[src/rtl/block_scanout.sv]
// block_scanout: raster-order block fetcher and 1-bit-per-colour pixel serializer.
// Reads 16-pixel row slices from the block memory screen port and streams pixels.
//
// Ports:
//   clk, rst              screen clock, asynchronous active-high reset
//   frame_start, busy     frame request pulse / frame in progress
//   block_address_b       {bx, line[9:4]} fetch address to block memory
//   qreds_b/qgreens_b/qblues_b  256-bit block planes returned by memory
//   pix_valid, pix_ready  pixel stream handshake
//   pix_r/g/b             pixel colour bits
//   pix_sof/eol/eof       first-of-frame / end-of-line / end-of-frame markers
module block_scanout #(
    parameter int H_BLOCKS = 40,
    parameter int V_BLOCKS = 30,
    parameter int READ_LAT = 2
) (
    input  logic         clk,
    input  logic         rst,
    input  logic         frame_start,
    output logic         busy,
    output logic [12:0]  block_address_b,
    input  logic [255:0] qreds_b,
    input  logic [255:0] qgreens_b,
    input  logic [255:0] qblues_b,
    output logic         pix_valid,
    input  logic         pix_ready,
    output logic         pix_r,
    output logic         pix_g,
    output logic         pix_b,
    output logic         pix_sof,
    output logic         pix_eol,
    output logic         pix_eof
);

    localparam logic [6:0] BX_LAST   = 7'(H_BLOCKS - 1);
    localparam logic [9:0] LINE_LAST = 10'(V_BLOCKS * 16 - 1);
    localparam logic [3:0] LAT       = 4'(READ_LAT);

    typedef enum logic [1:0] {IDLE, RUN, DRAIN} state_t;

    state_t      state;
    logic [6:0]  bx;
    logic [9:0]  line;

    // Fetch in flight and the attributes of the slice it will return
    logic        pend;
    logic [3:0]  lat_cnt;
    logic [3:0]  pend_idx;
    logic        pend_sof;
    logic        pend_eol;
    logic        pend_eof;

    // Back slice buffer
    logic        bk_valid;
    logic [15:0] bk_r;
    logic [15:0] bk_g;
    logic [15:0] bk_b;
    logic        bk_sof;
    logic        bk_eol;
    logic        bk_eof;

    // Front slice buffer, drives the pixel outputs
    logic        fr_valid;
    logic [15:0] fr_r;
    logic [15:0] fr_g;
    logic [15:0] fr_b;
    logic        fr_sof;
    logic        fr_eol;
    logic        fr_eof;
    logic [3:0]  col;

    logic        xfer;
    logic        pop;
    logic        move;
    logic        capture;
    logic        issue;
    logic        f_last;
    logic [6:0]  f_bx;
    logic [9:0]  f_line;
    logic [7:0]  sl_base;

    always_comb begin
        xfer    = fr_valid & pix_ready;
        pop     = xfer & (col == 4'd15);
        move    = bk_valid & (~fr_valid | pop);
        capture = pend & (lat_cnt == 4'd1);
        // The first fetch of a frame is issued from IDLE at coordinate (0,0)
        f_bx    = (state == IDLE) ? 7'd0 : bx;
        f_line  = (state == IDLE) ? 10'd0 : line;
        f_last  = (f_bx == BX_LAST) & (f_line == LINE_LAST);
        issue   = ~pend & (~bk_valid | move)
                & (((state == IDLE) & frame_start) | (state == RUN));
        sl_base = {pend_idx, 4'd0};
    end

    always_ff @(posedge clk or posedge rst) begin
        if (rst) begin
            state           <= IDLE;
            busy            <= 1'b0;
            bx              <= '0;
            line            <= '0;
            block_address_b <= '0;
            pend            <= 1'b0;
            lat_cnt         <= '0;
            pend_idx        <= '0;
            pend_sof        <= 1'b0;
            pend_eol        <= 1'b0;
            pend_eof        <= 1'b0;
        end else begin
            if (issue) begin
                block_address_b <= {f_bx, f_line[9:4]};
                pend            <= 1'b1;
                lat_cnt         <= LAT;
                pend_idx        <= f_line[3:0];
                pend_sof        <= (f_bx == 7'd0) & (f_line == 10'd0);
                pend_eol        <= (f_bx == BX_LAST);
                pend_eof        <= f_last;
                // Advance raster position; wrapping leaves counters at 0
                if (f_bx == BX_LAST) begin
                    bx   <= '0;
                    line <= f_last ? 10'd0 : f_line + 10'd1;
                end else begin
                    bx   <= f_bx + 7'd1;
                    line <= f_line;
                end
            end else if (pend) begin
                if (capture) begin
                    pend <= 1'b0;
                end else begin
                    lat_cnt <= lat_cnt - 4'd1;
                end
            end

            unique case (state)
                IDLE: begin
                    if (frame_start) begin
                        state <= RUN;
                        busy  <= 1'b1;
                    end
                end
                RUN: begin
                    if (issue & f_last) begin
                        state <= DRAIN;
                    end
                end
                DRAIN: begin
                    if (xfer & pix_eof) begin
                        state <= IDLE;
                        busy  <= 1'b0;
                    end
                end
                default: state <= IDLE;
            endcase
        end
    end

    always_ff @(posedge clk or posedge rst) begin
        if (rst) begin
            bk_valid <= 1'b0;
            bk_r     <= '0;
            bk_g     <= '0;
            bk_b     <= '0;
            bk_sof   <= 1'b0;
            bk_eol   <= 1'b0;
            bk_eof   <= 1'b0;
            fr_valid <= 1'b0;
            fr_r     <= '0;
            fr_g     <= '0;
            fr_b     <= '0;
            fr_sof   <= 1'b0;
            fr_eol   <= 1'b0;
            fr_eof   <= 1'b0;
            col      <= '0;
        end else begin
            // A fetch only issues once back is free, so capture never
            // collides with a valid back entry.
            if (capture) begin
                bk_valid <= 1'b1;
                bk_r     <= qreds_b[sl_base +: 16];
                bk_g     <= qgreens_b[sl_base +: 16];
                bk_b     <= qblues_b[sl_base +: 16];
                bk_sof   <= pend_sof;
                bk_eol   <= pend_eol;
                bk_eof   <= pend_eof;
            end else if (move) begin
                bk_valid <= 1'b0;
            end

            if (move) begin
                fr_valid <= 1'b1;
                fr_r     <= bk_r;
                fr_g     <= bk_g;
                fr_b     <= bk_b;
                fr_sof   <= bk_sof;
                fr_eol   <= bk_eol;
                fr_eof   <= bk_eof;
            end else if (pop) begin
                fr_valid <= 1'b0;
            end

            if (pop) begin
                col <= '0;
            end else if (xfer) begin
                col <= col + 4'd1;
            end
        end
    end

    assign pix_valid = fr_valid;
    assign pix_r     = fr_valid & fr_r[col];
    assign pix_g     = fr_valid & fr_g[col];
    assign pix_b     = fr_valid & fr_b[col];
    assign pix_sof   = fr_valid & fr_sof & (col == 4'd0);
    assign pix_eol   = fr_valid & fr_eol & (col == 4'd15);
    assign pix_eof   = fr_valid & fr_eof & (col == 4'd15);

endmodule

[config.mk]
export PLATFORM = sky130hd
export DESIGN_NAME = block_scanout
export DESIGN_NICKNAME = d
export VERILOG_FILES = /design/src/rtl/block_scanout.sv
export SDC_FILE = /design/constraint.sdc
export NUM_CORES = 1
export LEC_CHECK = 0
export CAP_MARGIN = 0
export CORE_AREA = 2 2 309 311
export CTS_CLUSTER_SIZE = 12
export DETAILED_ROUTE_END_ITERATION = 8
export DIE_AREA = 0 0 311 313
export HOLD_SLACK_MARGIN = 0.08
export SLEW_MARGIN = 20
export SYNTH_ARGS = -nofsm -noshare
export SYNTH_HDL_FRONTEND = slang
export SYNTH_SLANG_ARGS = --single-unit
[constraint.sdc]
create_clock -name clk -period 7.9 [get_ports clk]
set_input_delay 1.185 -clock clk [delete_from_list [all_inputs] [get_ports clk]]
set_output_delay 1.185 -clock clk [all_outputs]
set_load 0.005 [all_outputs]
==> impl_results.md, run 1 <==
- Antenna violation net count after detailed routing: 0
- Unrepaired setup endpoints after global routing: false
- Portion of synthesized cell area occupied by the leading cell type: 36.9%
- Arrival time of the worst setup path: 2.73 ns
- CP Data Required Time: 6.71 ns
- Global route total overflow: 0
- Initial antenna violation count: 30
- Average detailed-routed wire length per instance: 23.8 um
- Dominant register cell in the synthesized netlist: dfrtp_1
- Root buffer cell: clkbuf_16
- CP max stage cell: clkdlybuf4s50_1
- Post-synthesis share of cell area spent on xor and xnor gates: 0.281%
- Multiplexer area fraction after synthesis: 50.0%
- Number of buffer cells added on primary ports: 792
- Clock Sinks: 153
- Highest ir drop seen on vdd: 0.182 mV
- Maximum clock rate: 256 MHz
- Number of nets in the finished design: 2,450
- Routability congestion estimate: 0.855
- Worst min-delay path class: register to register
- Final setup violation count: 0
- Total of warnings raised by yosys: 0
- Number of placed I/O pins: 793
- Result of the run: finished, final reports clean
- Wire length of the first global-routing pass: 97,400 um
- Count of state elements after synthesis: 153
- Worst hold margin: 0.477 ns
- All-Layer GR Usage: 14.1%
- Pre-antenna DRT Iters: 5
- Worst path cell trace: mux4_2 -> mux2i_1 -> o22ai_1 -> clkdlybuf4s50_1
- Clock tree from TritonCTS: built
- Syn nets: 1,729
- Clock H-tree levels: 4
- Largest stage delay on the critical path: 0.65 ns
- Initial core utilization: 13.2%
- Slew Limit Headroom: 39.2%
- Detailed Route Iter0 Violations: 887
- Area added between synthesis and finish: 79.5%
- Synth Instances: 949
- Synth cell types: 56
- DRC violations left: 0
- Worst setup SP type: register
- Post-synthesis share of cell area spent on and, or, nand and nor gates: 7.10%
- Die outline height: 313 um
- Number of max-slew violations in the final report: 0
- Routed wire length: 70,400 um
- Largest cells by area after synthesis: mux4_2, dfrtp_1, mux2i_1
- Resize count post-CTS: 0
- Worst slew pin tran: 0.912 ns
- Clock Pin Slew Worst Setup and Hold Paths: 0.07 ns
- Setup total negative slack: 0 ns
- Clock period minus worst slack: 3.91 ns
- Clock skew: 0.0123 ns
- Sequential fraction of the synthesis area: 30.7%
- Crit Path Class: register to primary output
- Most area-hungry cell type in the Yosys netlist: mux4_2
- Vias post-DR: 12,200
- Synth Area in Adders: 0.803%
- Post-synth ARST share: 100%
- Netlist Area Pre-Place: 12,500 um2
- CTS Hold Bufs: 0
- Power Dens Cells: 174 nW/um2
- Final cycle utilization of the critical path: 49.5%
- Detailed Place HPWL: 58,700 um
- Num CTS Buffers: 17
- DR vias/cell: 4.12
- FF/Latch Area: 3840 um2
- Average cell area after synthesis: 13.1 um2
- Clock insertion delay at the later pin of the skew report: 0.48 ns
- Area enclosed by the die boundary: 97,300 um2
- Max-capacitance violation count: 0
- Filler Cell Count: 10,100
- Max Buffers Root-to-Sink: 2
- Area of the placeable core: 94,200 um2
- Total count of hold-check failures in the final report: 0
- Highest net fanout along the worst path: 17
- Crit path capture type: primary output
- Cell leakage power: 0.00771 uW
- Setup Fix Bufs, Post-CTS: 0
- Area taken by multi-input logic gates: 8190 um2
- Die outline width: 311 um
- Number of flops mapped to enable cells by yosys: 0
- Vias in the first global route: 12,900
- Site row count: 113
- Maximum number of pins on one net before global-route repair: 99
- Combinational family with the most area after synthesis: multiplexers
- Complex-gate fraction of the synthesized area: 7.24%
- Fraction of final layout cells sized beyond drive strength 1: 19.0%
## cell type report
type,instances,area share [%]
clock buffer,18,1.92
clock inverter,14,0.884
timing repair buffer,804,36.0
sequential,153,17.2
inverter,12,0.224
multi-input combinational,682,36.6
tap,1265,7.08
antenna,5,0.0559
## cells in the final DEF, fill, tap and decap left out, drive strengths merged, types with 8 or more instances in the layout
cell	n
buf	12
o21ai	22
nand4	9
dfrtp	153
nand3	17
clkdlybuf4s50	792
nand2	115
nor2	13
and3	9
a21oi	11
ha	8
mux2i	105
inv	21
clkbuf	18
o221ai	48
mux4	204
mux2	52
## flip-flops by register name, indices dropped and copies added, names as in the netlist, 2 cells and up
name / count
bk_g: 16
bx: 7
fr_b: 16
bk_r: 16
col: 4
lat_cnt: 4
line: 10
state: 2
block_address_b: 13
pend_idx: 4
bk_b: 16
fr_r: 16
fr_g: 16
## per-layer routing
layer / global-route usage, % / wire (um) / up-vias
li1: - / - / 5349
met1: 18.1 / 29600 / 6181
met2: 22.5 / 33500 / 563
met3: 4.90 / 6210 / 58
met4: 3.27 / 959 / 22
met5: 0 / 141 / -
## cell families (layout without fill, tap and decap cells)
group           count (synthesis)  count (layout)
mux                           361             361
simple gates                  189             189
flops                         153             153
compound gates                120             120
buf+inv                       114             848
fa+ha+maj                       8               8
xor+xnor                        4               4
other cells                     0               5
## report_power, final
group / internal, uW / total, uW / switching [uW] / leakage [uW]
clock network: 512 / 925 / 413 / 0.000306
logic: 915 / 1490 / 578 / 0.00553
registers: 1100 / 1470 / 363 / 0.00188
## metrics by stage
stage / total power (uW) / setup slack, ns / cell area [um2] / util, % / std cells
final: 3890 / 3.99 / 22400 / 23.8 / 2953
after global routing: 4190 / 3.69 / 22400 / 23.8 / 2952
after CTS: 4020 / 3.73 / 22300 / 23.7 / 2947
after detailed placement: 3050 / 4.29 / 21700 / 23.0 / 2915
after global placement: 3030 / 4.29 / 21700 / 23.0 / 2915
after floorplan: 2100 / 2.59 / 12500 / - / 949
## Yosys cell counts (3+ instances only)
cell type,n
and3_1,9
nor2_1,13
o211ai_1,3
nand3_1,17
nand2_1,115
o22ai_1,3
inv_1,12
mux2i_1,105
a32o_1,4
dfrtp_1,153
a21o_1,5
clkbuf_1,51
a21oi_1,11
o21ai_0,22
nand4_1,8
o221ai_1,48
nor3_1,5
ha_1,8
buf_2,36
mux4_2,204
buf_1,14
nor4_1,3
a31oi_1,5
or2_2,3
mux2_2,52
## worst paths after layout
| check | cells past startpoint | start | end | slack [ns] |
|---|---|---|---|---|
| min in group asynchronous | 2 | rst | bk_g[7]$_DFFE_PP0P_ | 1.06 |
| max reg2reg | 4 | pend_idx[1]$_DFFE_PP0P_ | bk_g[10]$_DFFE_PP0P_ | 4.66 |
| max | 4 | col[0]$_DFFE_PP0P_ | pix_b | 3.99 |
| min | 2 | block_address_b[9]$_DFFE_PP0P_ | block_address_b[9]$_DFFE_PP0P_ | 0.48 |
| min reg2reg | 2 | block_address_b[9]$_DFFE_PP0P_ | block_address_b[9]$_DFFE_PP0P_ | 0.48 |
| max in group asynchronous | 4 | rst | pend_idx[2]$_DFFE_PP0P_ | 5.28 |
## worst max-delay path, delay by kind of cell (launching register included)
family                 cells  cell delay, ns
AO/OA/AOI/OAI              1            0.53
buffers and inverters      1            0.65
flip-flops                 1            0.58
multiplexers               2            0.48
Power figures use the tool's default switching activity.
==> inputs of run 2 (changes only) <==
--- a/config.mk
+++ b/config.mk
@@ -6,10 +6,10 @@
 export NUM_CORES = 1
 export LEC_CHECK = 0
 export CAP_MARGIN = 0
-export CORE_AREA = 2 2 309 311
+export CORE_AREA = 2 2 312 314
 export CTS_CLUSTER_SIZE = 12
 export DETAILED_ROUTE_END_ITERATION = 8
-export DIE_AREA = 0 0 311 313
+export DIE_AREA = 0 0 314 316
 export HOLD_SLACK_MARGIN = 0.08
 export SLEW_MARGIN = 20
 export SYNTH_ARGS = -nofsm -noshare
==> constraint.sdc (replaced) <==
create_clock -name clk -period 3.7 [get_ports clk]
set_input_delay 0.555 -clock clk [delete_from_list [all_inputs] [get_ports clk]]
set_output_delay 0.555 -clock clk [all_outputs]
set_load 0.005 [all_outputs]
==> impl_results.md, run 2 (synthesis gave the netlist of run 1 again) <==
- Maximum number of pins on one net before global-route repair: 55 (was 99)
- Routability congestion estimate: 0.893 (was 0.855)
- Clock Sinks: 153 (unchanged)
- Filler Cell Count: 10,200 (was 10,100)
- Most common cell after layout, fill and taps aside: clkdlybuf4s50_1 (unchanged)
- Average detailed-routed wire length per instance: 25.0 um (was 23.8 um)
- P_sw: 2850 uW (was 1350 uW)
- Final cycle utilization of the critical path: 88.8%
- Initial antenna violation count: 46 (was 30)
- Site row count: 114 (was 113)
- Number of placed I/O pins: 793 (unchanged)
- Cell leakage power: 0.00781 uW (was 0.00771 uW)
- Area of the placeable core: 96,000 um2 (was 94,200 um2)
- Post-layout instance area: 22,600 um2 (was 22,400 um2)
- Initial core utilization: 13.0% (was 13.2%)
- Fraction of final layout cells sized beyond drive strength 1: 19.9% (was 19.0%)
- Clock insertion delay at the later pin of the skew report: 0.48 ns (about the same)
- Number of buffer cells added on primary ports: 792 (unchanged)
- Root buffer cell: clkbuf_16 (unchanged)
- Portion of total power attributed to combinational logic: 39.2% (was 38.4%)
- Leading cell types in the layout, fill and taps excluded: clkdlybuf4s50_1, mux4_2, dfrtp_1 (unchanged)
- Maximum clock rate: 304 MHz
- Crit Path Class: register to primary output (unchanged)
- Highest net fanout along the worst path: 17 (unchanged)
- Int Pwr: 5440 uW (was 2530 uW)
- Global route total overflow: 0 (unchanged)
- Arrival time of the worst setup path: 2.73 ns (about the same)
- Setup total negative slack: 0 ns (unchanged)
- Placement Cell Area: 22,000 um2 (was 21,700 um2)
- Worst min-delay path class: register to register (unchanged)
- Antenna violation net count after detailed routing: 0 (unchanged)
- Detailed Place HPWL: 64,100 um (was 58,700 um)
- Net switching fraction of the power: 34.4% (was 34.8%)
- Number of max-slew violations in the final report: 0 (unchanged)
- Die outline height: 316 um (was 313 um)
- Worst hold margin: 0.478 ns (was 0.477 ns)
- Result of the run: finished, final reports clean (unchanged)
- Crit path capture type: primary output (unchanged)
- Num CTS Buffers: 17 (unchanged)
- Area enclosed by the die boundary: 99,200 um2 (was 97,300 um2)
- Pre-antenna DRT Iters: 5 (unchanged)
- CTS Hold Bufs: 0 (unchanged)
- Power Dens Cells: 367 nW/um2 (was 174 nW/um2)
- Vias post-DR: 12,300 (was 12,200)
- Area added between synthesis and finish: 81.3% (was 79.5%)
- Setup Fix Bufs, Post-CTS: 0 (unchanged)
- Clock Pin Slew Worst Setup and Hold Paths: 0.07 ns (about the same)
- Fraction of power consumed by sequential logic: 37.7% (was 37.8%)
- Clock tree from TritonCTS: built (unchanged)
- Clock skew: 0.0134 ns (was 0.0123 ns)
- Worst setup SP type: register (unchanged)
- Number of nets in the finished design: 2,471 (was 2,450)
- Unrepaired setup endpoints after global routing: false (unchanged)
- Routed wire length: 74,700 um (was 70,400 um)
- Total power draw: 8280 uW (was 3890 uW)
- Worst slew pin tran: 0.828 ns (was 0.912 ns)
- DR vias/cell: 4.13 (was 4.12)
- Clock H-tree levels: 4 (unchanged)
- Portion of total power attributed to the clock network: 23.1% (was 23.8%)
- Max-capacitance violation count: 0 (unchanged)
- Final setup violation count: 0 (unchanged)
- Die outline width: 314 um (was 311 um)
- All-Layer GR Usage: 14.5% (was 14.1%)
- Vias in the first global route: 12,900 (about the same)
- Clock period minus worst slack: 3.28 ns
- Slew Limit Headroom: 44.6% (was 39.2%)
- Max Buffers Root-to-Sink: 2 (unchanged)
- CP Data Required Time: 3.14 ns (was 6.71 ns)
- Resize count post-CTS: 0 (unchanged)
- Highest ir drop seen on vdd: 0.284 mV (was 0.182 mV)
- DRC violations left: 0 (unchanged)
- Wire length of the first global-routing pass: 100,000 um (was 97,400 um)
- Detailed Route Iter0 Violations: 861 (was 887)
- Total count of hold-check failures in the final report: 0 (unchanged)
## run 2: path summary, 6_finish.rpt
path / startpoint / endpoint / slack, ns / depth (start not counted)
hold / removal: bk_sof$_DFFE_PP0P_ / bk_sof$_DFFE_PP0P_ / 0.48 / 2
hold reg to reg: bk_sof$_DFFE_PP0P_ / bk_sof$_DFFE_PP0P_ / 0.48 / 2
setup reg to reg: state[0]$_DFFE_PP0P_ / line[8]$_DFFE_PP0P_ / 1.06 / 8
min in group asynchronous: rst / fr_g[15]$_DFFE_PP0P_ / 0.52 / 2
max in group asynchronous: rst / bk_b[10]$_DFFE_PP0P_ / 2.41 / 3
setup / recovery: col[0]$_DFFE_PP0P_ / pix_b / 0.42 / 4
## run 2: final cells by class
cell class                      count  area [um2]  area share [%]
Timing Repair Buffer              825        8290            36.7
Multi-Input combinational cell    682        8180            36.2
Sequential cell                   153        3840            17.0
Tap cell                         1276        1600            7.07
Clock buffer                       21         450            1.99
Clock inverter                     11         161           0.714
Inverter                           12        48.8           0.216
Antenna cell                        9        22.5          0.0997
## run 2: metal layers
metal  share of wire, %  global-route usage [%]  vias up
met2                 46                    22.4      572
met4                2.1                    3.83       46
met1                 42                    18.5     6234
met5               0.38                       0        -
met3                9.9                    6.24      111
li1                   -                       -     5386
## run 2: critical path: stages, from the launching register on
cell,delay (ns)
dfrtp_2,0.59
mux4_2,0.41
mux2i_1,0.07
o22ai_1,0.55
clkdlybuf4s50_1,0.63
## run 2: stage by stage
stage,utilization [%],setup slack [ns],instances
2_1_floorplan,-,0.756,949
3_3_place_gp,22.9,0.864,2948
3_5_place_dp,22.9,0.816,2948
4_1_cts,23.5,0.266,2980
5_1_grt,23.5,0.237,2984
6_report,23.5,0.416,2989
## run 2: power by group through the flow
stage | combinational, uW | sequential (uW) | clock, uW
detailed placement | 3290 | 3230 | 0
global placement | 3230 | 3240 | 0
global route | 3550 | 3260 | 2060
finish | 3240 | 3120 | 1920
CTS | 3310 | 3200 | 2010
floorplan | 1840 | 2640 | 0
==> inputs of run 3 (changes only) <==
--- a/config.mk
+++ b/config.mk
@@ -5,8 +5,10 @@
 export SDC_FILE = /design/constraint.sdc
 export NUM_CORES = 1
 export LEC_CHECK = 0
+export ABC_CLOCK_PERIOD_IN_PS = 3700
 export CAP_MARGIN = 0
 export CORE_AREA = 2 2 312 314
+export CTS_CLUSTER_DIAMETER = 120
 export CTS_CLUSTER_SIZE = 12
 export DETAILED_ROUTE_END_ITERATION = 8
 export DIE_AREA = 0 0 314 316
==> results of run 3 <==
Same layout as run 2: the final DEF is identical, and so are final timing and power.
